<file path="src/rtl/lcd_spi_serializer.sv">
// lcd_spi_serializer: byte-wide SPI transmitter for the PCD8544 (Nokia 5110) LCD.
// Shifts one byte MSB-first on mosi/sclk with sce framing and dc steering, and
// produces the LCD hardware reset pulse after system reset.
// Optional feature macro: SPI_CS_HOLD_EN keeps sce low across back-to-back
// bytes and raises it only on entry to IDLE.
//
// Handshake: start is a level request. Each byte is sampled on the edge that
// enters LOAD (data_in, command, div_factor); avail pulses for one clock in
// DONE when the byte is finished. With start still high after GAP the next
// byte is loaded, so a producer updates its inputs within GAP_CYCLES of avail.
module lcd_spi_serializer #(
    parameter int RST_CYCLES = 50,
    parameter int GAP_CYCLES = 2
) (
    input  logic        clk_i,
    input  logic        reset_i,
    input  logic [7:0]  data_in_i,
    input  logic        start_i,
    input  logic [15:0] div_factor_i,
    input  logic        command_i,
    output logic        mosi_o,
    output logic        sclk_o,
    output logic        sce_o,
    output logic        busy_o,
    output logic        avail_o,
    output logic        dc_o,
    output logic        rst_o,
    output logic [2:0]  state_o
);

    typedef enum logic [2:0] {
        S_LCDRST = 3'd0,
        S_IDLE   = 3'd1,
        S_LOAD   = 3'd2,
        S_SHIFT  = 3'd3,
        S_DONE   = 3'd4,
        S_GAP    = 3'd5
    } state_t;

    localparam logic [15:0] RST_LOAD = 16'(RST_CYCLES - 1);
    localparam logic [15:0] GAP_LOAD = 16'(GAP_CYCLES - 1);

`ifdef SPI_CS_HOLD_EN
    // Chip enable stays asserted between bytes; IDLE entry releases it.
    localparam logic SCE_AFTER_BYTE = 1'b0;
`else
    // Chip enable is released at the end of every byte.
    localparam logic SCE_AFTER_BYTE = 1'b1;
`endif

    state_t      state_q, state_d;
    logic [15:0] cnt_q, cnt_d;      // shared down-counter: reset pulse, half-period, gap
    logic [15:0] div_q, div_d;      // latched half-period, never zero
    logic [7:0]  shift_q, shift_d;  // byte in flight
    logic [2:0]  bit_q, bit_d;      // index of the bit currently on mosi
    logic        mosi_q, mosi_d;
    logic        sclk_q, sclk_d;
    logic        sce_q, sce_d;
    logic        busy_q, busy_d;
    logic        avail_q, avail_d;
    logic        dc_q, dc_d;
    logic        rst_q, rst_d;
    logic        do_load;

    // Next-state and registered-output logic; outputs are computed for the state being entered.
    always_comb begin
        state_d = state_q;
        cnt_d   = cnt_q;
        div_d   = div_q;
        shift_d = shift_q;
        bit_d   = bit_q;
        mosi_d  = mosi_q;
        sclk_d  = sclk_q;
        sce_d   = sce_q;
        busy_d  = busy_q;
        avail_d = 1'b0;
        dc_d    = dc_q;
        rst_d   = rst_q;
        do_load = 1'b0;

        case (state_q)
            S_LCDRST: begin
                if (cnt_q == 16'd0) begin
                    state_d = S_IDLE;
                    rst_d   = 1'b1;
                    busy_d  = 1'b0;
                end else begin
                    cnt_d = cnt_q - 16'd1;
                end
            end
            S_IDLE: begin
                if (start_i) begin
                    do_load = 1'b1;
                end
            end
            S_LOAD: begin
                state_d = S_SHIFT;
                cnt_d   = div_q - 16'd1;
            end
            S_SHIFT: begin
                if (cnt_q != 16'd0) begin
                    cnt_d = cnt_q - 16'd1;
                end else if (!sclk_q) begin
                    // Low half finished: rising edge, mosi held.
                    sclk_d = 1'b1;
                    cnt_d  = div_q - 16'd1;
                end else if (bit_q == 3'd0) begin
                    // High half of the last bit finished.
                    state_d = S_DONE;
                    sclk_d  = 1'b0;
                    mosi_d  = 1'b0;
                    avail_d = 1'b1;
                    sce_d   = SCE_AFTER_BYTE;
                end else begin
                    // Falling edge: next bit goes out on the same edge.
                    sclk_d = 1'b0;
                    bit_d  = bit_q - 3'd1;
                    mosi_d = shift_q[bit_q - 3'd1];
                    cnt_d  = div_q - 16'd1;
                end
            end
            S_DONE: begin
                state_d = S_GAP;
                cnt_d   = GAP_LOAD;
            end
            S_GAP: begin
                if (cnt_q == 16'd0) begin
                    if (start_i) begin
                        do_load = 1'b1;
                    end else begin
                        state_d = S_IDLE;
                        busy_d  = 1'b0;
                        sce_d   = 1'b1;
                    end
                end else begin
                    cnt_d = cnt_q - 16'd1;
                end
            end
            default: begin
                state_d = S_LCDRST;
                cnt_d   = RST_LOAD;
                rst_d   = 1'b0;
                busy_d  = 1'b1;
                sce_d   = 1'b1;
            end
        endcase

        // Byte load shared by IDLE and the end of GAP.
        if (do_load) begin
            state_d = S_LOAD;
            shift_d = data_in_i;
            dc_d    = command_i;
            div_d   = (div_factor_i == 16'd0) ? 16'd1 : div_factor_i;
            bit_d   = 3'd7;
            sce_d   = 1'b0;
            mosi_d  = data_in_i[7];
            sclk_d  = 1'b0;
            busy_d  = 1'b1;
        end
    end

    // State and output registers with synchronous reset to the LCD-reset state.
    always_ff @(posedge clk_i) begin
        if (reset_i) begin
            state_q <= S_LCDRST;
            cnt_q   <= RST_LOAD;
            div_q   <= 16'd1;
            shift_q <= 8'd0;
            bit_q   <= 3'd0;
            mosi_q  <= 1'b0;
            sclk_q  <= 1'b0;
            sce_q   <= 1'b1;
            busy_q  <= 1'b1;
            avail_q <= 1'b0;
            dc_q    <= 1'b0;
            rst_q   <= 1'b0;
        end else begin
            state_q <= state_d;
            cnt_q   <= cnt_d;
            div_q   <= div_d;
            shift_q <= shift_d;
            bit_q   <= bit_d;
            mosi_q  <= mosi_d;
            sclk_q  <= sclk_d;
            sce_q   <= sce_d;
            busy_q  <= busy_d;
            avail_q <= avail_d;
            dc_q    <= dc_d;
            rst_q   <= rst_d;
        end
    end

    assign mosi_o  = mosi_q;
    assign sclk_o  = sclk_q;
    assign sce_o   = sce_q;
    assign busy_o  = busy_q;
    assign avail_o = avail_q;
    assign dc_o    = dc_q;
    assign rst_o   = rst_q;
    assign state_o = state_q;

endmodule
</file>
<file path="config.mk">
export PLATFORM = sky130hd
export DESIGN_NAME = lcd_spi_serializer
export DESIGN_NICKNAME = d
export VERILOG_FILES = /design/src/rtl/lcd_spi_serializer.sv
export SDC_FILE = /design/constraint.sdc
export NUM_CORES = 1
export LEC_CHECK = 0
export ABC_CLOCK_PERIOD_IN_PS = 2500
export BUFFER_PORTS_ARGS = -buffer_cell sky130_fd_sc_hd__buf_2
export CAP_MARGIN = 40
export CORE_UTILIZATION = 35
export CTS_CLUSTER_DIAMETER = 200
export CTS_CLUSTER_SIZE = 28
export DETAILED_ROUTE_END_ITERATION = 7
export PLACE_DENSITY = 0.51
export SLEW_MARGIN = 40
export SYNTH_ARGS = -nofsm -noshare
export SYNTH_HDL_FRONTEND = slang
export SYNTH_SLANG_ARGS = --single-unit
</file>
<file path="constraint.sdc">
create_clock -name clk_i -period 2.5 [get_ports clk_i]
set_clock_uncertainty 0.05 [all_clocks]
set_input_delay 0.125 -clock clk_i [delete_from_list [all_inputs] [get_ports clk_i]]
set_output_delay 0.125 -clock clk_i [all_outputs]
set_load 0.02 [all_outputs]
</file>
======== Word level (Yosys, flattened, before mapping) ========
Cells that the tools add are included.
word-level totals
  output and inout port bits .............. 10
  bits in registers ....................... 53
  word-level logic and storage cells ...... 112
  bits of input ports ..................... 28
operators by class
  order comparisons ....................... 1
  bitwise operators ....................... 6
  add/subtract/negate cells ............... 3
  equality and inequality tests ........... 23
  mux-type cells .......................... 44
  reductions and logical operators ........ 22
operator list
  kind                     number
  $mux W16                 5
  $pmux W16 S5             1
  $mux W3                  11
  $logic_not A16 Y1        2
  $sub A16 B1 Y16 const B  2
  $mux W1                  20
  $ne A2 B2 Y1 const B     10
  $ne A3 B3 Y1 const B     6
  $pmux W3 S6              1
  $reduce_bool A16 Y1      1
  $reduce_and A7 Y1        2
  $reduce_or A4 Y1         3
  $reduce_and A4 Y1        2
  $eq A3 B2 Y1 const B     2
  $eq A3 B3 Y1 const B     2
  $logic_not A3 Y1         2
  $not A1 Y1               6
  $pmux W1 S3              2
  $reduce_and A3 Y1        2
  $reduce_and A6 Y1        1
  $reduce_or A5 Y1         1
  $lt A3 B4 Y1 const B     1
  $ne A4 B4 Y1 const B     1
  $pmux W1 S2              2
  8 further kinds          11

======== Depth between registers and ports, before layout ========
  depth after elaboration ................. 8
  depth in mapped cells ................... 11
  mapped depth without buffers ............ 8

======== Worst setup path after synthesis ========
Ideal clock, no wire load.
  path kind ............................... register to register
  from .................................... reg cnt_q[0]
  to ...................................... reg cnt_q[13]
  cell stages (with the launch flop) ...... 11
  library setup time ...................... 0.070 ns
  period minus slack after synthesis ...... 2.176 ns
  arrival time ............................ 2.056 ns
  path slack .............................. 0.324 ns
  data required time ...................... 2.380 ns
  path buffers ............................ 2
  cells stage by stage .................... dfxtp_1 inv_1 ha_1 nor3b_4 and4_4 buf_6 and3_4 or3_4 buf_6 o31ai_1 o2bb2ai_1
between the ends
  word-level cells in the longest chain between the ends .. 3
  elaborated cells between the ends (all ways) .. 9
  classes of those cells .................. add/sub: 1; eq/ne: 2; mux: 3; reduce/logical: 3
RTL lines
  what                                                      line          RTL
  from (decl)                                               52            logic [15:0] cnt_q, cnt_d;
  from (signal assigned)                                    179           cnt_q <= cnt_d;
  $sub A16 B1 Y16, or another cell as far along             88, 102, 136
  $mux W16, or another cell as far along                    83, 127
  $pmux W16 S5 / $reduce_and A3 Y1 (equally long branches)  -
Parallel ways exist; a longest one is shown, timed or not. The select of a mux whose other input is x is not followed.
A chain may end at the register's enable or synchronous reset.

======== Worst setup path after layout ========
  from .................................... reg cnt_q[0]
  to ...................................... reg cnt_q[15]
Same word-level chain as after synthesis.

==> impl_metrics.csv <==
group,metric,value,unit
detailed_routing,ant_nets,0,
logic_synthesis,yosys.area.top_type,"dfxtp_1",
worst_setup_path,crit_path_end_kind,"flip-flop",
worst_hold_path,hold_start,"div_factor_i[13]",
sta,fin_hold_ws,10.7,ps
logic_synthesis,synth_cells,356,
global_routing,grt_overflow,0,
floorplan,initial_core_util,36.7,%
worst_setup_path,crit_slowest_cell,"dfxtp_1",
floorplan,core_area,0.00830,mm2
logic_synthesis,ys_ff_latch,53,
logic_synthesis,yosysTopAreaCellShare,34.9,%
logic_synthesis,synth.yosys.seq_area_share,34.9,%
clock_network,path_clk_slew,100,ps
worst_hold_path,whs_path_depth,2,
logic_synthesis,ys_top_cells_by_area,"dfxtp_1 35%, nand2_1 5.4%, a21oi_1 4.9%",
floorplan,ios,38,
logic_synthesis,synth_mux_area_share,2.88,%
logic_synthesis,synth_edf_count,0,
worst_setup_path,worstPathArrival,2500,ps
run_status,status,"completed",
detailed_routing,drc,0,
logic_synthesis,synth.distinct_cells,69,
worst_setup_path,max_stage_delay,350,ps
detailed_routing,drt-pass1-iter-count,7,
logic_synthesis,synthXorXnorAreaFrac,4.90,%
placement,portBuffers,37,
global_routing,grtUsageTotal,18.8,%
worst_hold_path,hold_class,"in2reg",
logic_synthesis,synth_top_family_by_area,"compound AO/OA/AOI/OAI gates",
cells_and_area,fillerInstances,839,
sta,hold_viol,0,
logic_synthesis,synth_area_per_cell,8.54,um2
logic_synthesis,yosys.area_share.simple,24.8,%
logic_synthesis,async_flop_share,0,%
global_routing,antenna_found_initial,0,
sta,setup_violations,0,
sta,finalCritPeriodShare,93.9,%
floorplan,rows,33,
worst_setup_path,cp.required,2660,ps
pwr,p_seq_share,55.1,%
floorplan,die_h,95.2,um
worst_setup_path,reg2reg_from,"cnt_q[0]",
clock_network,cts_tree,"built",
sta,report.final.slew_viol_count,0,
pwr,clkPwrFrac,36.3,%
logic_synthesis,synth_flop_cell,"dfxtp_1",
cells_and_area,regArea,0.00106,mm2
sta,timing.slew.headroom,49.6,%
detailed_routing,vias,2798,
cells_and_area,drive_above_1_share,20.7,%
pwr,power,1590,uW
floorplan,die_w,95.2,um
detailed_routing,first_iter_violations,177,
worst_setup_path,cp-start-kind,"flip-flop",
clock_network,cts_max_level,2,
pwr,power.density,444,mW/mm2
clock_network,clkLatencyLatePin,300,ps
placement,dp_slack,142,ps
global_routing,grt_pass1_wl,13.4,mm
cells_and_area,final_cell_mix,"53 x dfxtp_1, 44 x nand2_1, 37 x buf_2",
cells_and_area,layout_commonest_cell,"dfxtp_1",
worst_setup_path,critPathMaxFanout,9,
cells_and_area,syn2layout_area_growth,17.8,%
sta,period_needed,2350,ps
pwr,ir_worst_vdd,0.000254,V
worst_setup_path,r2r_cells,8,
sta,worstMarginPinSlew,751,ps
pwr,p_int,1220,uW
worst_hold_path,min_to,"div_q[13]",
detailed_routing,drt_wl_total,7.95,mm
logic_synthesis,yosys_warnings,0,
detailed_routing,routed_via_density,5.43,
cells_and_area,num_antenna_cells,0,
logic_synthesis,synth_compound_area_share,24.8,%
flow_run,maxCapViolCount,0,
logic_synthesis,synthAdderAreaFrac,2.02,%
placement,gp_congestion,0.849,
global_routing,grt_max_degree,23,
cells_and_area,final_net_count,442,
clock_network,numCtsBuffers,5,
placement,dp_hpwl,6.06,mm
clock_network,cts-root-buf,"clkbuf_8",
worst_setup_path,r2r_setup_slack,150,ps
logic_synthesis,syn_area,0.00304,mm2
detailed_routing,routedWlPerCell,15.4,um
logic_synthesis,syn-num-nets,388,
floorplan,die_area,0.00907,mm2
sta,max_freq,426,MHz
clock_network,cts_sinks,53,
worst_setup_path,path_class,"reg2reg",
pwr,combPwrFrac,8.6,%
pwr,switchingPower,371,uW
pwr,leakagePower,0.00137,uW
worst_setup_path,path_cells,"inv_1 -> ha_1 -> nor3b_4 -> nand4_4 -> o31ai_4 -> nor2_1 -> a22o_1 -> a221o_1",
clock_network,cts_buffer_depth,2,
worst_setup_path,r2r-end,"cnt_q[15]",
sta,fin_tns_setup,0,ps
global_routing,grt_pass1_vias,2754,
pwr,swShare,23.3,%
cells_and_area,layout.cells.non_filler,515,
sta,setup_ws,152,ps
placement,dp.cells,494,
cells_and_area,multiInputGateArea,0.00181,mm2
[cells in the mapped netlist, types with 3 or more instances]
master,n
nand3_1,8
nor3_1,24
nand2_1,44
a22oi_1,6
nor4_1,6
o31ai_1,4
nand2b_1,3
o32ai_1,4
a21oi_1,30
ha_1,4
inv_1,13
xnor2_1,8
clkbuf_1,6
a22o_1,12
buf_6,6
buf_2,4
o22ai_1,4
xor2_1,9
nor2_1,28
o21ai_0,16
dfxtp_1,53
[how the worst max path moves through the flow]
stage	depth (start not counted)	slack, ps	start	end
finish	8	150	cnt_q[0]	cnt_q[15]
floorplan	10	320	cnt_q[0]	cnt_q[13]
global route	8	-9	cnt_q[0]	cnt_q[15]
CTS	8	130	cnt_q[0]	cnt_q[3]
global placement	8	210	cnt_q[0]	cnt_q[3]
detailed placement	8	140	cnt_q[0]	cnt_q[3]
[state kept, by name, summed over array words and instances, names as in the netlist]
| signal | count |
|---|---|
| mosi_o | 1 |
| cnt_q | 16 |
| sclk_o | 1 |
| rst_o | 1 |
| dc_o | 1 |
| busy_o | 1 |
| shift_q | 8 |
| avail_o | 1 |
| bit_q | 3 |
| div_q | 16 |
| sce_o | 1 |
| state_o | 3 |
[routing by layer]
metal | up-vias | wire length, um | part of all wire, % | track usage, %
met1 | 1318 | 3750 | 47 | 25.0
met4 | 0 | 63 | 0.79 | 3.66
met3 | 6 | 298 | 3.7 | 2.39
li1 | 1418 | - | - | -
met5 | - | 0 | 0 | 0
met2 | 56 | 3840 | 48 | 32.4
[layout make-up]
type / instances / share of cell area [%]
inverters: 13 / 1.36
flip-flops and latches: 53 / 29.6
well taps: 105 / 3.67
clock buffers: 5 / 1.92
multi-input cells: 272 / 50.4
clock inverters: 2 / 0.978
repair buffers: 65 / 12.0
[critical path: cells and delay by family (launching register included)]
kind	cells	cell delay, ps
flops	1	350
simple gates	3	680
fa+ha+maj	1	180
compound gates	3	930
buf+inv	1	60
[timing repair]
action                                  CTS  global route
endpoints found under the hold margin    12             1
endpoints found under the setup margin    0             5
hold buffers                             12             1
setup buffers                             0             1
resized for setup                         0             1
[stage by stage]
stage               utilization [%]  instance area [um2]
floorplan                         -                 3040
global placement               40.2                 3340
detailed placement             40.2                 3340
CTS                            42.9                 3560
global route                   43.2                 3580
finish                         43.2                 3580
[logic make-up after synthesis]
kind of cell | after synthesis
fa+ha+maj | 5
buf+inv | 31
simple gates | 140
flops | 53
xor+xnor | 17
compound gates | 104
mux | 6
[power by group through the flow]
stage / registers (uW) / logic [uW] / clock network, uW
after floorplan: 890 / 77.2 / 0
after detailed placement: 895 / 118 / 0
after global placement: 895 / 117 / 0
after CTS: 875 / 132 / 598
final: 876 / 137 / 578
after global routing: 878 / 150 / 620
Note: power is estimated with default switching activity, not from simulation.
